==> src/rtl/mc_controller.sv <==
// mc_controller: control unit for the multicycle ARM datapath.
// A Moore FSM sequences each instruction through FETCH, DECODE and
// then the memory, data-processing or branch path. Instruction decoders
// alongside it drive the ALU operation, the flag-write enables, the
// immediate extender mode and the register-file read selects.
//
// Ports:
//   clk, reset       rising-edge clock; asynchronous active-high reset (to FETCH)
//   Op, Funct, Rd    Instr[27:26], Instr[25:20], Instr[15:12] from the IR
//   IRWrite, AdrSrc, NextPC, RegW, MemW, Branch, PCS   datapath enables/selects
//   ALUSrcA          0 = A register, 1 = PC
//   ALUSrcB          00 WriteData, 01 ExtImm, 10 constant 4
//   ResultSrc        00 ALUOut, 01 Data, 10 ALUResult
//   ImmSrc           extender mode (equal to Op)
//   RegSrc           register-file read-port selects
//   ALUControl       00 ADD, 01 SUB, 10 AND, 11 ORR
//   FlagW            [1] NZ write, [0] CV write
//   State            current FSM state, for debug/verification
module mc_controller (
  input  logic       clk,
  input  logic       reset,
  input  logic [1:0] Op,
  input  logic [5:0] Funct,
  input  logic [3:0] Rd,
  output logic       IRWrite,
  output logic       AdrSrc,
  output logic       NextPC,
  output logic       RegW,
  output logic       MemW,
  output logic       Branch,
  output logic       PCS,
  output logic       ALUSrcA,
  output logic [1:0] ALUSrcB,
  output logic [1:0] ResultSrc,
  output logic [1:0] ImmSrc,
  output logic [1:0] RegSrc,
  output logic [1:0] ALUControl,
  output logic [1:0] FlagW,
  output logic [3:0] State
);

  typedef enum logic [3:0] {
    FETCH    = 4'd0,
    DECODE   = 4'd1,
    MEMADR   = 4'd2,
    MEMRD    = 4'd3,
    MEMWB    = 4'd4,
    MEMWR    = 4'd5,
    EXECUTER = 4'd6,
    EXECUTEI = 4'd7,
    ALUWB    = 4'd8,
    BRANCH   = 4'd9
  } state_t;

  state_t     state_q;
  state_t     state_d;
  logic       alu_op;
  logic       no_write;
  logic [3:0] cmd;
  logic       set_flags;

  assign cmd       = Funct[4:1];
  assign set_flags = Funct[0];

  // CMP computes flags only. The IR is held for the whole instruction,
  // so the cmd field seen in ALUWB still belongs to the executing
  // instruction even though the ALU decoder is idle there.
  assign no_write = (cmd == 4'b1010);

  always_ff @(posedge clk or posedge reset) begin
    if (reset) state_q <= FETCH;
    else       state_q <= state_d;
  end

  // Next-state and Moore outputs.
  always_comb begin
    state_d   = FETCH;
    IRWrite   = 1'b0;
    AdrSrc    = 1'b0;
    NextPC    = 1'b0;
    RegW      = 1'b0;
    MemW      = 1'b0;
    Branch    = 1'b0;
    ALUSrcA   = 1'b0;
    ALUSrcB   = 2'b00;
    ResultSrc = 2'b00;
    alu_op    = 1'b0;
    case (state_q)
      FETCH: begin
        state_d   = DECODE;
        IRWrite   = 1'b1;
        NextPC    = 1'b1;
        ALUSrcA   = 1'b1;
        ALUSrcB   = 2'b10;
        ResultSrc = 2'b10;
      end
      DECODE: begin
        ALUSrcA   = 1'b1;
        ALUSrcB   = 2'b10;
        ResultSrc = 2'b10;
        case (Op)
          2'b01:   state_d = MEMADR;
          2'b00:   state_d = Funct[5] ? EXECUTEI : EXECUTER;
          2'b10:   state_d = BRANCH;
          default: state_d = FETCH;  // Op=11: undefined, no effect
        endcase
      end
      MEMADR: begin
        state_d = Funct[0] ? MEMRD : MEMWR;
        ALUSrcB = 2'b01;
      end
      MEMRD: begin
        state_d = MEMWB;
        AdrSrc  = 1'b1;
      end
      MEMWB: begin
        state_d   = FETCH;
        ResultSrc = 2'b01;
        RegW      = 1'b1;
      end
      MEMWR: begin
        state_d = FETCH;
        AdrSrc  = 1'b1;
        MemW    = 1'b1;
      end
      EXECUTER: begin
        state_d = ALUWB;
        alu_op  = 1'b1;
      end
      EXECUTEI: begin
        state_d = ALUWB;
        ALUSrcB = 2'b01;
        alu_op  = 1'b1;
      end
      ALUWB: begin
        state_d = FETCH;
        RegW    = ~no_write;
      end
      BRANCH: begin
        state_d   = FETCH;
        ALUSrcB   = 2'b01;
        ResultSrc = 2'b10;
        Branch    = 1'b1;
      end
      default: state_d = FETCH;  // codes 10-15: all enables stay 0
    endcase
  end

  // ALU decoder.
  always_comb begin
    ALUControl = 2'b00;
    FlagW      = 2'b00;
    if (alu_op) begin
      case (cmd)
        4'b0100: begin ALUControl = 2'b00; FlagW = {set_flags, set_flags}; end
        4'b0010: begin ALUControl = 2'b01; FlagW = {set_flags, set_flags}; end
        4'b0000: begin ALUControl = 2'b10; FlagW = {set_flags, 1'b0};      end
        4'b1100: begin ALUControl = 2'b11; FlagW = {set_flags, 1'b0};      end
        4'b1010: begin ALUControl = 2'b01; FlagW = {set_flags, set_flags}; end
        default: begin ALUControl = 2'b00; FlagW = 2'b00;                  end
      endcase
    end
  end

  // Instruction decoder: state-independent.
  assign ImmSrc = Op;
  assign RegSrc = {(Op == 2'b01), (Op == 2'b10)};

  // A write to R15 or a branch redirects the PC.
  assign PCS   = ((Rd == 4'hF) & RegW) | Branch;
  assign State = state_q;

endmodule
==> config.mk <==
export PLATFORM = sky130hd
export DESIGN_NAME = mc_controller
export DESIGN_NICKNAME = d
export VERILOG_FILES = /design/src/rtl/mc_controller.sv
export SDC_FILE = /design/constraint.sdc
export NUM_CORES = 1
export LEC_CHECK = 0
export CORE_ASPECT_RATIO = 0.9
export CORE_MARGIN = 8
export CORE_UTILIZATION = 23
export DETAILED_ROUTE_END_ITERATION = 10
export PLACE_DENSITY_LB_ADDON = 0.05
export SYNTH_ARGS = -nofsm -noshare
export SYNTH_HDL_FRONTEND = slang
export SYNTH_SLANG_ARGS = --single-unit
==> constraint.sdc <==
create_clock -name clk -period 2.8 [get_ports clk]
set_input_delay 0.56 -clock clk [delete_from_list [all_inputs] [get_ports clk]]
set_output_delay 0.56 -clock clk [all_outputs]
set_load 0.005 [all_outputs]
* Yosys cells after proc, flatten, opt, wreduce, memory -nomap -nowiden
Cells that the tools add are included.
Cells by class: reduce and logical (&&, ||, !) cells 11, multiplexer cells 17, equality and inequality tests 16, bitwise logic cells 3
Operators by type and width (count):
- $eq A4 B3 Y1 const B | 5
- $eq A4 B4 Y1 const B | 5
- $pmux W4 S5 | 1
- $eq A4 B2 Y1 const B | 3
- $pmux W2 S2 | 3
- $pmux W4 S3 | 1
- $reduce_or A2 Y1 | 5
- $reduce_or A3 Y1 | 3
- $logic_not A4 Y1 | 2
- $mux W1 | 7
- $pmux W2 S3 | 1
- $eq A4 B1 Y1 const B | 1
- $mux W2 | 2
- $mux W3 | 1
- $eq A2 B1 Y1 const B | 1
- $eq A2 B2 Y1 const B | 1
- $logic_not A2 Y1 | 1
- $pmux W1 S2 | 1
- $and A1 B1 Y1 | 1
- $not A1 Y1 | 1
- $or A1 B1 Y1 | 1
Word-level totals: input port bits 14, register bits after elaboration 4, output and inout port bits 24

* Depth between registers and ports, before layout
Gate-level depths: netlist (run 1).
depth in word-level cells 5, mapped depth 4, gate-level depth less buffers 3

* Worst setup path after synthesis (run 1)
Ideal clock, no wire load.
path kind input to output, from in Funct[1], to out FlagW[1], path buffers 0, data arrival time 1.209 ns, stages on the path 3, setup slack 1.031 ns, cells stage by stage nand4bb_1 -> or2_1 -> a211oi_2
On the way: cells in the longest elaborated chain, start to end 4
Ends and longest elaborated chain:
- from (decl) | line 23 | input logic [5:0] Funct,
- $eq A4 B4 Y1, or another cell as far along | line 154 | case (cmd)
- $reduce_or A3 Y1 (no line) or $reduce_or A2 Y1 (tied branches)
- $pmux W2 S2 * | line 154
- $mux W2 * | line 153 | if (alu_op) begin
- to (decl) | line 38 | output logic [1:0] FlagW,
Every way passes the cells marked *; elsewhere a longest branch is shown, timed or not.

* Final worst setup path (run 1)
from in Funct[3], to out RegW
On the way: cells in the longest elaborated chain, start to end 3
Ends and longest elaborated chain:
- $eq A4 B4 Y1 | line 68 | assign no_write = (cmd == 4'b1010);
- $not A1 Y1 | line 137 | RegW = ~no_write;
- $pmux W1 S2 | line 88 | case (state_q)
- to (decl) | line 28 | output logic RegW,
No other way between the ends.

==> results of run 1 <==
worst max path at each step:
| stage | endpoint | slack (ns) |
|---|---|---|
| finish | RegW | 0.1 |
| global route | RegW | 0.02 |
| CTS | FlagW[1] | 0.06 |
| detailed placement | FlagW[1] | 0.08 |
| global placement | FlagW[1] | 0.09 |
| floorplan | FlagW[1] | 1.03 |
cells in the final DEF, fill, tap and decap left out:
master / n
nor4b_2: 1
nor3_1: 4
nand2b_1: 3
nor4_1: 1
dfrtp_1: 4
nor2_1: 3
clkbuf_4: 3
xor2_1: 2
xnor2_1: 1
a211oi_1: 3
nand2_1: 4
nor2b_1: 2
o311ai_1: 1
nand4bb_1: 1
a21oi_1: 4
inv_1: 4
or2_1: 2
and3_1: 2
o21ai_1: 3
dlymetal6s2s_1: 1
and4_1: 1
a31o_1: 1
clkdlybuf4s50_1: 36
and4bb_1: 1
buf_4: 4
nand3b_1: 2
clkinv_1: 1
o22ai_1: 1
a211oi_2: 1
nand4_1: 1
power groups by stage:
stage	Sequential (mW)	Combinational, mW	Clock (mW)
2_1_floorplan	0.107	0.239	0
3_3_place_gp	0.167	0.455	0
3_5_place_dp	0.167	0.453	0
4_1_cts	0.166	0.455	0.0721
5_1_grt	0.174	0.486	0.0832
6_report	0.167	0.446	0.0682
kinds of logic (layout without fill, tap and decap cells):
logic type	Yosys count	in the layout
buffers and inverters	12	49
flip-flops	4	4
XOR/XNOR	3	3
AO/OA/AOI/OAI	14	14
AND/OR/NAND/NOR	28	28
per-stage QoR:
| step | cells | worst slack [ns] | total power, mW | hold WS, ns | instance area, sq um |
|---|---|---|---|---|---|
| 2_1_floorplan | 61 | 1.031 | 0.3464 | 0.3261 | 459.2 |
| 3_3_place_gp | 120 | 0.08713 | 0.6216 | 0.7221 | 848.3 |
| 3_5_place_dp | 120 | 0.07527 | 0.6193 | 0.6862 | 848.3 |
| 4_1_cts | 123 | 0.06093 | 0.6935 | 0.5030 | 870.8 |
| 5_1_grt | 123 | 0.01825 | 0.7435 | 0.5285 | 873.3 |
| 6_report | 123 | 0.09820 | 0.6803 | 0.5050 | 873.3 |
Yosys cell counts:
cell | instances | area share (%)
a21oi_1 | 4 | 4.4
buf_2 | 4 | 4.4
dfrtp_1 | 4 | 22
inv_1 | 4 | 3.3
nand2_1 | 4 | 3.3
nor3_1 | 4 | 4.4
a211oi_1 | 3 | 4.9
buf_4 | 3 | 4.9
nand2b_1 | 3 | 4.1
nor2_1 | 3 | 2.5
o21ai_1 | 3 | 3.3
and3_1 | 2 | 2.7
nand3b_1 | 2 | 3.3
nor2b_1 | 2 | 2.7
or2_1 | 2 | 2.7
xor2_1 | 2 | 3.8
a211oi_2 | 1 | 2.7
a31o_1 | 1 | 1.9
and4_1 | 1 | 1.9
and4bb_1 | 1 | 2.7
clkinv_1 | 1 | 0.82
nand4_1 | 1 | 1.4
nand4bb_1 | 1 | 2.5
nor4_1 | 1 | 1.4
nor4b_2 | 1 | 3.3
o22ai_1 | 1 | 1.4
o311ai_1 | 1 | 1.9
xnor2_1 | 1 | 1.9
routing by layer:
metal,GRT usage (%),wire length (um)
met1,10.15,756
met2,13.87,712
met3,4.924,131
met4,2.922,0
met5,0,0
layout make-up:
type / instances / share of cell area [%]
repair buffers: 41 / 46.13
multi-input cells: 45 / 34.10
flip-flops and latches: 4 / 11.46
well taps: 25 / 3.582
clock buffers: 3 / 2.579
inverters: 5 / 2.149
==> flow_summary.toml, run 1 <==
[drt]
drtPass1Iterations = 4
drt_iter0_markers = 6
routedWlPerCell_um = 13.01
via_count = 569
drc_errors = 0
drtAntennaViolNets = 0
totalWireLength_um = 1600
vias_per_cell = 4.626

[worst_setup_path]
slowest_delay_ns = 0.55
cpMostUsedCell = "clkdlybuf4s50_1"
rrSetupSlack_ns = 1.52
path_buf_inv = 2
arrival_ns = 2.14
cpMaxStageDelayCell = "clkdlybuf4s50_1"
ff2ff_path_depth = 4
path_max_fanout = 3
r2r-end = "State[1]"
reg2reg_from = "State[1]"
worstPathCellList = "clkdlybuf4s50_1 -> nand2b_1 -> o311ai_1 -> a211oi_1 -> clkdlybuf4s50_1"
cp.required_ns = 2.24
path_depth = 5
path_delay_family = "buffers and inverters"
cp-start-kind = "primary input"
startpoint = "Funct[3]"
end_kind = "output pin"
worstSetupPathType = "in2out"

[global_routing]
grt_overflow = 0
antenna_found_initial = 0
grt_pass1_wl_um = 2725
grt.total_usage_pct = 8.909
grt_max_degree = 15
first_global_vias = 580

[finish]
synthToLayoutAreaGrowth_pct = 90.19
fillers = 190
multi_input_area_sq_um = 297.8
nets = 114
largest_reg_flops = 4
utilization_pct = 46.07
register_area_sq_um = 100.1
antenna_cells_inserted = 0
drive_gt1_share_pct = 9.184

[sta]
min_period_over_period_pct = 96.49
tightest_slew_ns = 0.4702
report.final.setup_viol = 0
clock.fmax_mhz = 370.1
worst_clock_skew_ns = 0.004456
slew_violations = 0
slew_headroom_pct = 68.65
hold_viol = 0
layout_min_cycle_time_ns = 2.702
tns_ns = 0
rsz0062_at_grt = "false"

[power]
power.density_nw_per_um2 = 779.0
p_sw_share_pct = 36.78
clkPwrFrac_pct = 10.0
p_int_mw = 0.4301
ir_drop_mv = 0.5965
p_seq_share_pct = 24.5
p_sw_mw = 0.2502
power_frac_comb_pct = 65.5
p_leak_nw = 0.3459

[placement]
hpwl_um = 1296
place.gp.congestion = 0.6965
portBuffers = 37

[die]
initial_core_util_pct = 24.22
coreArea_sq_um = 1896
std_cell_rows = 15
die_h_um = 58.39
die-area_sq_um = 3684
die_x_um = 63.10
io-pin-count = 38

[synthesis]
synthSimpleGateAreaFrac_pct = 38.69
synth_cells = 61
yosys_warnings = 0
ys_types = 28
synth_compound_gate_area_share_pct = 20.44
synth_seq_area_share_pct = 21.80
synth_area_sq_um = 459.2
syn-num-nets = 75
synthMuxAreaShare_pct = 0
synth_xor_area_share_pct = 5.722
synth_fa_ha_area_share_pct = 0
syn_avg_cell_area_sq_um = 7.528
synth_top_family_by_area = "simple AND/OR/NAND/NOR gates"
ys_seq_elements = 4

[clock_network]
cts_buffer_depth = 2
htreeDepth = 1
hold_buffers = 0
post-cts-setup-buffers = 0
cts_tree = "done"
cts_buffers = 3
post_cts_resize_count = 0
cts-root-buf = "clkbuf_4"
clk_latency_ns = 0.23
path_clk_slew_ns = 0.04
cts_sinks = 4

[run]
drv_cap = 0

[outcome]
status = "finished clean"

[min_path]
min_path_type = "in2async"
No activity file was read; power rests on OpenSTA's default activity.
==> run 2, diff against run 1 <==
--- a/config.mk
+++ b/config.mk
@@ -8,8 +8,11 @@
 export CORE_ASPECT_RATIO = 0.9
 export CORE_MARGIN = 8
 export CORE_UTILIZATION = 23
+export CTS_CLUSTER_DIAMETER = 60
 export DETAILED_ROUTE_END_ITERATION = 10
+export HOLD_SLACK_MARGIN = 0.12
 export PLACE_DENSITY_LB_ADDON = 0.05
+export SETUP_SLACK_MARGIN = 0.4
 export SYNTH_ARGS = -nofsm -noshare
 export SYNTH_HDL_FRONTEND = slang
 export SYNTH_SLANG_ARGS = --single-unit
==> run 2 against run 1 <==
- highest routed layer unchanged
- worst setup slack improved by 0.36 ns
- utilization rose by 1.7 points
- via count increased by 1.9%
- die area did not move
==> flow_summary.toml, run 2 (synthesized netlist as in run 1, its figures left out) <==
[placement]
hpwl_um = 1296
dp_slack_ns = 0.07527
portBuffers = 37
place.gp.congestion = 0.6965
dp.cells = 120

[drt]
routedWlPerCell_um = 12.92
vias_per_cell = 4.640
drtPass1Iterations = 2
via_count = 580
drc_errors = 0
drt_iter0_markers = 21
totalWireLength_um = 1615
drtAntennaViolNets = 0

[clock_network]
clk_latency_ns = 0.23
cts_tree = "done"
cts_buffers = 3
cts-root-buf = "clkbuf_4"
path_clk_slew_ns = 0.04
cts_sinks = 4
cts_buffer_depth = 2
htreeDepth = 1

[sta]
layout_min_cycle_time_ns = 2.344
report.final.setup_viol = 0
slew_violations = 0
tns_ns = 0
rsz0062_at_grt = "true"
worst_slack_ns = 0.4563
min_period_over_period_pct = 83.70
hold_viol = 0
slew_headroom_pct = 75.91
tightest_slew_ns = 0.3613
worst_clock_skew_ns = 0.004034
clock.fmax_mhz = 426.7

[die]
coreArea_sq_um = 1896
die_h_um = 58.39
io-pin-count = 38
initial_core_util_pct = 24.22
std_cell_rows = 15
die-area_sq_um = 3684
die_x_um = 63.10

[min_path]
min_path_type = "in2async"

[power]
p_sw_share_pct = 36.95
ir_drop_mv = 0.6068
clkPwrFrac_pct = 10.0
power_frac_comb_pct = 65.5
p_leak_nw = 0.3856
p_sw_mw = 0.2550
power.density_nw_per_um2 = 761.8
p_seq_share_pct = 24.5
p_int_mw = 0.4351

[finish]
final_common_cell = "clkdlybuf4s50_1"
antenna_cells_inserted = 0
drive_gt1_share_pct = 18.00
synthToLayoutAreaGrowth_pct = 97.28
finalNonFillerCells = 125
nets = 116
final_cell_mix = "27 x clkdlybuf4s50_1, 7 x dlygate4sd2_1, 6 x buf_4"
largest_reg_flops = 4
fillers = 190

[worst_setup_path]
ff2ff_path_depth = 4
cp-start-kind = "primary input"
slowest_delay_ns = 0.48
path_delay_family = "buffers and inverters"
path_max_fanout = 3
cp.required_ns = 2.24
r2r-end = "State[1]"
cpMaxStageDelayCell = "clkdlybuf4s50_1"
reg2reg_from = "State[1]"
worstPathCellList = "clkdlybuf4s50_1 -> nand2b_4 -> o311ai_4 -> buf_4 -> a211oi_1 -> buf_2"
path_buf_inv = 3
end_kind = "output pin"
rrSetupSlack_ns = 1.54
arrival_ns = 1.78
worstSetupPathType = "in2out"

[global_routing]
grt_pass1_wl_um = 2746
first_global_vias = 583
antenna_found_initial = 0
grt_max_degree = 15
grt.total_usage_pct = 8.989
grt_overflow = 0

[outcome]
status = "finished clean"

[run]
drv_cap = 0
==> run 2: changes by cell type in the layout (fill, tap and decap cells not counted), sizes merged <==
| cell | delta |
|---|---|
| dlygate4sd2 | +7 |
| buf | +3 |
| clkdlybuf4s50 | -9 |
| dlymetal6s2s | +1 |
==> run 2: what timing repair did <==
| action | in CTS | in global routing |
|---|---|---|
| setup endpoints to repair | 6 | 6 |
| pin swaps | 3 | 1 |
| endpoints found under the hold margin | 0 | 0 |
| hold buffers | 0 | 0 |
| gates resized for setup | 14 | 6 |
| setup buffers | 1 | 1 |
==> run 2: how the worst max path moves through the flow <==
| stage | from | to | slack [ns] | cells after the start |
|---|---|---|---|---|
| floorplan | Funct[1] | FlagW[1] | 1.03 | 3 |
| global placement | Funct[1] | FlagW[1] | 0.09 | 5 |
| detailed placement | Funct[1] | FlagW[1] | 0.08 | 5 |
| CTS | Op[1] | RegSrc[0] | 0.41 | 3 |
| global route | Funct[0] | FlagW[1] | 0.38 | 5 |
| finish | Funct[3] | RegW | 0.46 | 6 |
==> run 2: routing by layer <==
metal	part of all wire, %	track usage (%)
met5	0	0
met4	0	2.922
met3	8.0	4.924
met2	46	14.01
met1	46	10.26
==> run 2: through the flow <==
| step | area [sq um] | utilization, % | total power [mW] | hold WS (ns) |
|---|---|---|---|---|
| after floorplan | 459.2 | - | 0.3464 | 0.3261 |
| after global placement | 848.3 | 44.75 | 0.6216 | 0.7221 |
| after detailed placement | 848.3 | 44.75 | 0.6193 | 0.6862 |
| after CTS | 889.6 | 46.93 | 0.7007 | 0.5030 |
| after global routing | 905.9 | 47.79 | 0.7571 | 0.5283 |
| final | 905.9 | 47.79 | 0.6901 | 0.5034 |
==> run 2: layout make-up <==
cell class	count	area [sq um]	share of cell area [%]
Timing Repair Buffer	43	406.6	44.89
Inverter	5	18.77	2.072
Tap cell	25	31.28	3.453
Multi-Input combinational cell	45	322.8	35.64
Sequential cell	4	103.9	11.46
Clock buffer	3	22.52	2.486
==> run 2: power by group through the flow <==
stage          registers [mW]  clock network, mW  logic, mW
3_5_place_dp            0.167                  0      0.453
4_1_cts                 0.168             0.0721      0.460
3_3_place_gp            0.167                  0      0.455
5_1_grt                 0.180             0.0830      0.494
6_report                0.169             0.0689      0.452
2_1_floorplan           0.107                  0      0.239
==> RTL change 1 (settings of run 1) <==
Register the output `ALUControl`, with the module's reset; this adds one clock of latency there. The other outputs are not delayed to match.
--- a/src/rtl/mc_controller.sv
+++ b/src/rtl/mc_controller.sv
@@ -51,6 +51,8 @@
     ALUWB    = 4'd8,
     BRANCH   = 4'd9
   } state_t;
+
+  logic [1:0] ALUControl_d;
 
   state_t     state_q;
   state_t     state_d;
@@ -148,16 +150,16 @@
 
   // ALU decoder.
   always_comb begin
-    ALUControl = 2'b00;
+    ALUControl_d = 2'b00;
     FlagW      = 2'b00;
     if (alu_op) begin
       case (cmd)
-        4'b0100: begin ALUControl = 2'b00; FlagW = {set_flags, set_flags}; end
-        4'b0010: begin ALUControl = 2'b01; FlagW = {set_flags, set_flags}; end
-        4'b0000: begin ALUControl = 2'b10; FlagW = {set_flags, 1'b0};      end
-        4'b1100: begin ALUControl = 2'b11; FlagW = {set_flags, 1'b0};      end
-        4'b1010: begin ALUControl = 2'b01; FlagW = {set_flags, set_flags}; end
-        default: begin ALUControl = 2'b00; FlagW = 2'b00;                  end
+        4'b0100: begin ALUControl_d = 2'b00; FlagW = {set_flags, set_flags}; end
+        4'b0010: begin ALUControl_d = 2'b01; FlagW = {set_flags, set_flags}; end
+        4'b0000: begin ALUControl_d = 2'b10; FlagW = {set_flags, 1'b0};      end
+        4'b1100: begin ALUControl_d = 2'b11; FlagW = {set_flags, 1'b0};      end
+        4'b1010: begin ALUControl_d = 2'b01; FlagW = {set_flags, set_flags}; end
+        default: begin ALUControl_d = 2'b00; FlagW = 2'b00;                  end
       endcase
     end
   end
@@ -170,4 +172,12 @@
   assign PCS   = ((Rd == 4'hF) & RegW) | Branch;
   assign State = state_q;
 
+  always_ff @(posedge clk or posedge reset) begin
+    if (reset) begin
+      ALUControl <= '0;
+    end else begin
+      ALUControl <= ALUControl_d;
+    end
+  end
+
 endmodule
Behaviour: not the same (a bounded check fails within 4 cycles, from zero or initial values and one cycle with reset high).
==> RTL change 1 against run 1 <==
Register-to-register slack worse by 60 ps. Worst hold slack better by 22 ps. Final cell count rose by 7.3%. Area after synthesis increased by 14%. Clock skew decreased by 4.3 ps. Global-route usage about the same. Setup slack gained 43 ps. Design area rose by 11%. Fmax up 1.6%. Sequential cell count grew 2. Wire length up 14%. Total power rose by 24%. Combinational power grew 29%.
==> RTL change 1: results (changes against run 1) <==
track_usage_pct: 8.93  # +0.023 points
met2_usage_pct: 13.2  # -0.66 points
placeableCoreArea_sq_mm: 0.00216  # +14%
crit_path_max_fanout: 2  # -1
grt_max_degree: 12  # -3
yosys-top-cells-area: "dfrtp_1 (29%), nor3_1 (5.8%), a211oi_1 (4.3%), buf_4 (4.3%), nand3b_1 (4.3%)"
critPathArrivalTime_ps: 2100  # -40 ps
drive_gt1_share_pct: 17.1  # +8.0 points
inv_count: 6  # +1
power.leakage_nw: 0.407  # +18%
met1_usage_pct: 10.4  # +0.23 points
wl_per_cell_um: 13.8  # +6.2%
pwr-share-clk_pct: 9.2  # -0.8 points
dpl.hpwl_um: 1490  # +15%
fillers: 220  # +16%
gr-usage-met3_pct: 4.00  # -0.92 points
synth_xor_area_share_pct: 5.04  # -0.69 points
wl_met2_um: 773  # +8.6%
outcome: "finished clean"
first_iter_violations: 8  # +2
clk_share_pct: 2.32  # -0.26 points
routed.top_layer: "met4"
multi_input_gates: 44  # -2.2%
buffer_area_share_pct: 45.6  # -0.57 points
grt_pass1_vias: 604  # +4.1%
fin_skew_ps: 0.118  # -4.34 ps
signal_buffers: 46  # +12%
peakVddDrop_mv: 0.562  # -5.8%
cts_num_sinks: 6  # +2
nNetsFinal: 121  # +6.1%
grt_pass1_wl_um: 2840  # +4.0%
max_stage_delay_ps: 520  # -30 ps
critPathLaunch: "Funct[1]"
via_per_inst: 4.57  # -1.3%
synth.distinct_cells: 30  # +7.1%
seqCellArea_sq_um: 150  # +50%
r2r_start: "State[0]"
## RTL change 1: cell types whose count changed in the layout (fill, tap and decap cells not counted), sizes merged, moves of 2 or more
cell,before,now
and3,2,0
buf,4,9
dfrtp,4,6
inv,4,6
nand2,4,2
nor3,4,6
## RTL change 1: worst paths after layout
path	end	slack, ps	cells past startpoint
setup / recovery	FlagW[0]	140	5
hold / removal	ALUControl[0]	530	2
setup reg to reg	State[2]	1460	3
hold reg to reg	State[2]	580	1
max in group asynchronous	State[1]	2090	2
min in group clk	State[2]	580	1
## RTL change 1: stage by stage
step	instances	total power, mW	setup slack (ps)	cell area, sq um	hold WS, ps
2_1_floorplan	63	0.447	1000	522	351
3_3_place_gp	129	0.782	26.3	945	591
3_5_place_dp	129	0.782	11.0	945	572
4_1_cts	132	0.866	7.32	967	526
5_1_grt	132	0.918	17.1	972	540
6_report	132	0.847	141	972	527
## RTL change 1: repair_timing
action,4_1_cts,5_1_grt
setup endpoints to repair,0,3
endpoints found under the hold margin,0,0
resized for setup,0,3
==> RTL change 2 (settings of run 1) <==
Made on the original files. Register the input `Funct` before use, without a reset. The logic sees it one clock later. The other inputs are not delayed to match.
--- a/src/rtl/mc_controller.sv
+++ b/src/rtl/mc_controller.sv
@@ -52,6 +52,12 @@
     BRANCH   = 4'd9
   } state_t;
 
+  logic [5:0] Funct_q;
+
+  always_ff @(posedge clk) begin
+    Funct_q <= Funct;
+  end
+
   state_t     state_q;
   state_t     state_d;
   logic       alu_op;
@@ -59,8 +65,8 @@
   logic [3:0] cmd;
   logic       set_flags;
 
-  assign cmd       = Funct[4:1];
-  assign set_flags = Funct[0];
+  assign cmd       = Funct_q[4:1];
+  assign set_flags = Funct_q[0];
 
   // CMP computes flags only. The IR is held for the whole instruction,
   // so the cmd field seen in ALUWB still belongs to the executing
@@ -100,13 +106,13 @@
         ResultSrc = 2'b10;
         case (Op)
           2'b01:   state_d = MEMADR;
-          2'b00:   state_d = Funct[5] ? EXECUTEI : EXECUTER;
+          2'b00:   state_d = Funct_q[5] ? EXECUTEI : EXECUTER;
           2'b10:   state_d = BRANCH;
           default: state_d = FETCH;  // Op=11: undefined, no effect
         endcase
       end
       MEMADR: begin
-        state_d = Funct[0] ? MEMRD : MEMWR;
+        state_d = Funct_q[0] ? MEMRD : MEMWR;
         ALUSrcB = 2'b01;
       end
       MEMRD: begin
Formal check against the unedited RTL: not equivalent (a bounded check fails within 4 cycles, from zero or initial values and one cycle with reset high).
==> RTL change 2 against run 1 <==
Critical path depth decreased by 1. Worst hold slack got worse by 23 ps. Synthesized cell count increased by 11%. Register-to-register slack got worse by 220 ps. Wire length increased by 1.8%. Sequential cell count increased by 6. Setup slack improved by 69 ps. Design area increased by 15%. First-iteration DRC count increased to 4.2 times the old value. Area after synthesis increased by 29%. Total power increased by 35%. Critical path type is now reg -> out. Largest power group unchanged.
==> RTL change 2: results (changes against run 1) <==
grt_pass1_vias: 617  # +6.4%
ff2ff_path_depth: 3  # -1
largest_reg_flops: 6  # +2
fin_skew_ps: 0.0360  # -4.42 ps
fillers: 264  # +39%
fmax_mhz: 380  # +2.6%
crit_family: "simple AND/OR/NAND/NOR gates"
wirelength_um: 1630  # +1.8%
clkLatencyLatePin_ps: 250  # +20 ps
worst_hold_slack_ps: 482  # -22.6 ps
outcome: "finished clean"
critPathArrivalTime_ps: 2070  # -70 ps
power.leakage_nw: 0.370  # +7.0%
firstDrtPassIters: 3  # -1
drt-met1-wl_um: 786  # +4.0%
gr-usage-met3_pct: 2.01  # -2.9 points
slowest_stage: "dfrtp_1"
yosys-top-cells-area: "dfxtp_1 (20%), dfrtp_1 (17%), buf_4 (6.3%), nor3_1 (5.9%), a21oi_1 (4.2%)"
grt_max_degree: 17  # +2
crit_path_max_fanout: 16  # +13
placed_cell_area_sq_um: 967  # +14%
r2r_start: "State[0]"
worstReg2RegEnd: "State[2]"
ys_seq_area_share_pct: 37.1  # +15 points
wl_per_cell_um: 12.3  # -5.1%
synth_nets: 82  # +9.3%
tightest_slew_ps: 523  # +52.6 ps
r2r_setup_slack_ps: 1300  # -220 ps
postSynthCellCount: 68  # +11%
place_congestion: 0.700  # +0.56%
place_inst: 128  # +6.7%
met1_usage_pct: 8.78  # -1.4 points
wl_met3_um: 103  # -21%
async_reset_ff_share_pct: 40.0  # -60 points
drive_gt1_share_pct: 9.62  # +0.43 points
first_iter_violations: 25  # +19
## RTL change 2: area by class of cell
type	instances	area [sq um]	area share (%)
repair buffers	39	385	38.4
multi-input cells	45	304	30.3
flip-flops and latches	10	220	21.9
clock buffers	4	36.3	3.62
well taps	28	35.0	3.49
inverters	6	22.5	2.24
## RTL change 2: report_power, final
part | total (mW) | switching [mW] | internal (mW)
registers | 0.251 | 0.0767 | 0.174
clock network | 0.119 | 0.0409 | 0.0785
logic | 0.545 | 0.197 | 0.348
## RTL change 2: worst min-delay path by stage
stage / to
after floorplan: State[0]
after global placement: State[0]
after detailed placement: State[0]
after CTS: State[0]
after global routing: State[0]
final: State[0]
## RTL change 2: cells by family after synthesis
group	share of synthesized area [%]
and+or+nand+nor	31.6
AOI/OAI and AO/OA	16.6
buffers and inverters	11.8
DFF	37.1
xor gates and xnor gates	2.95
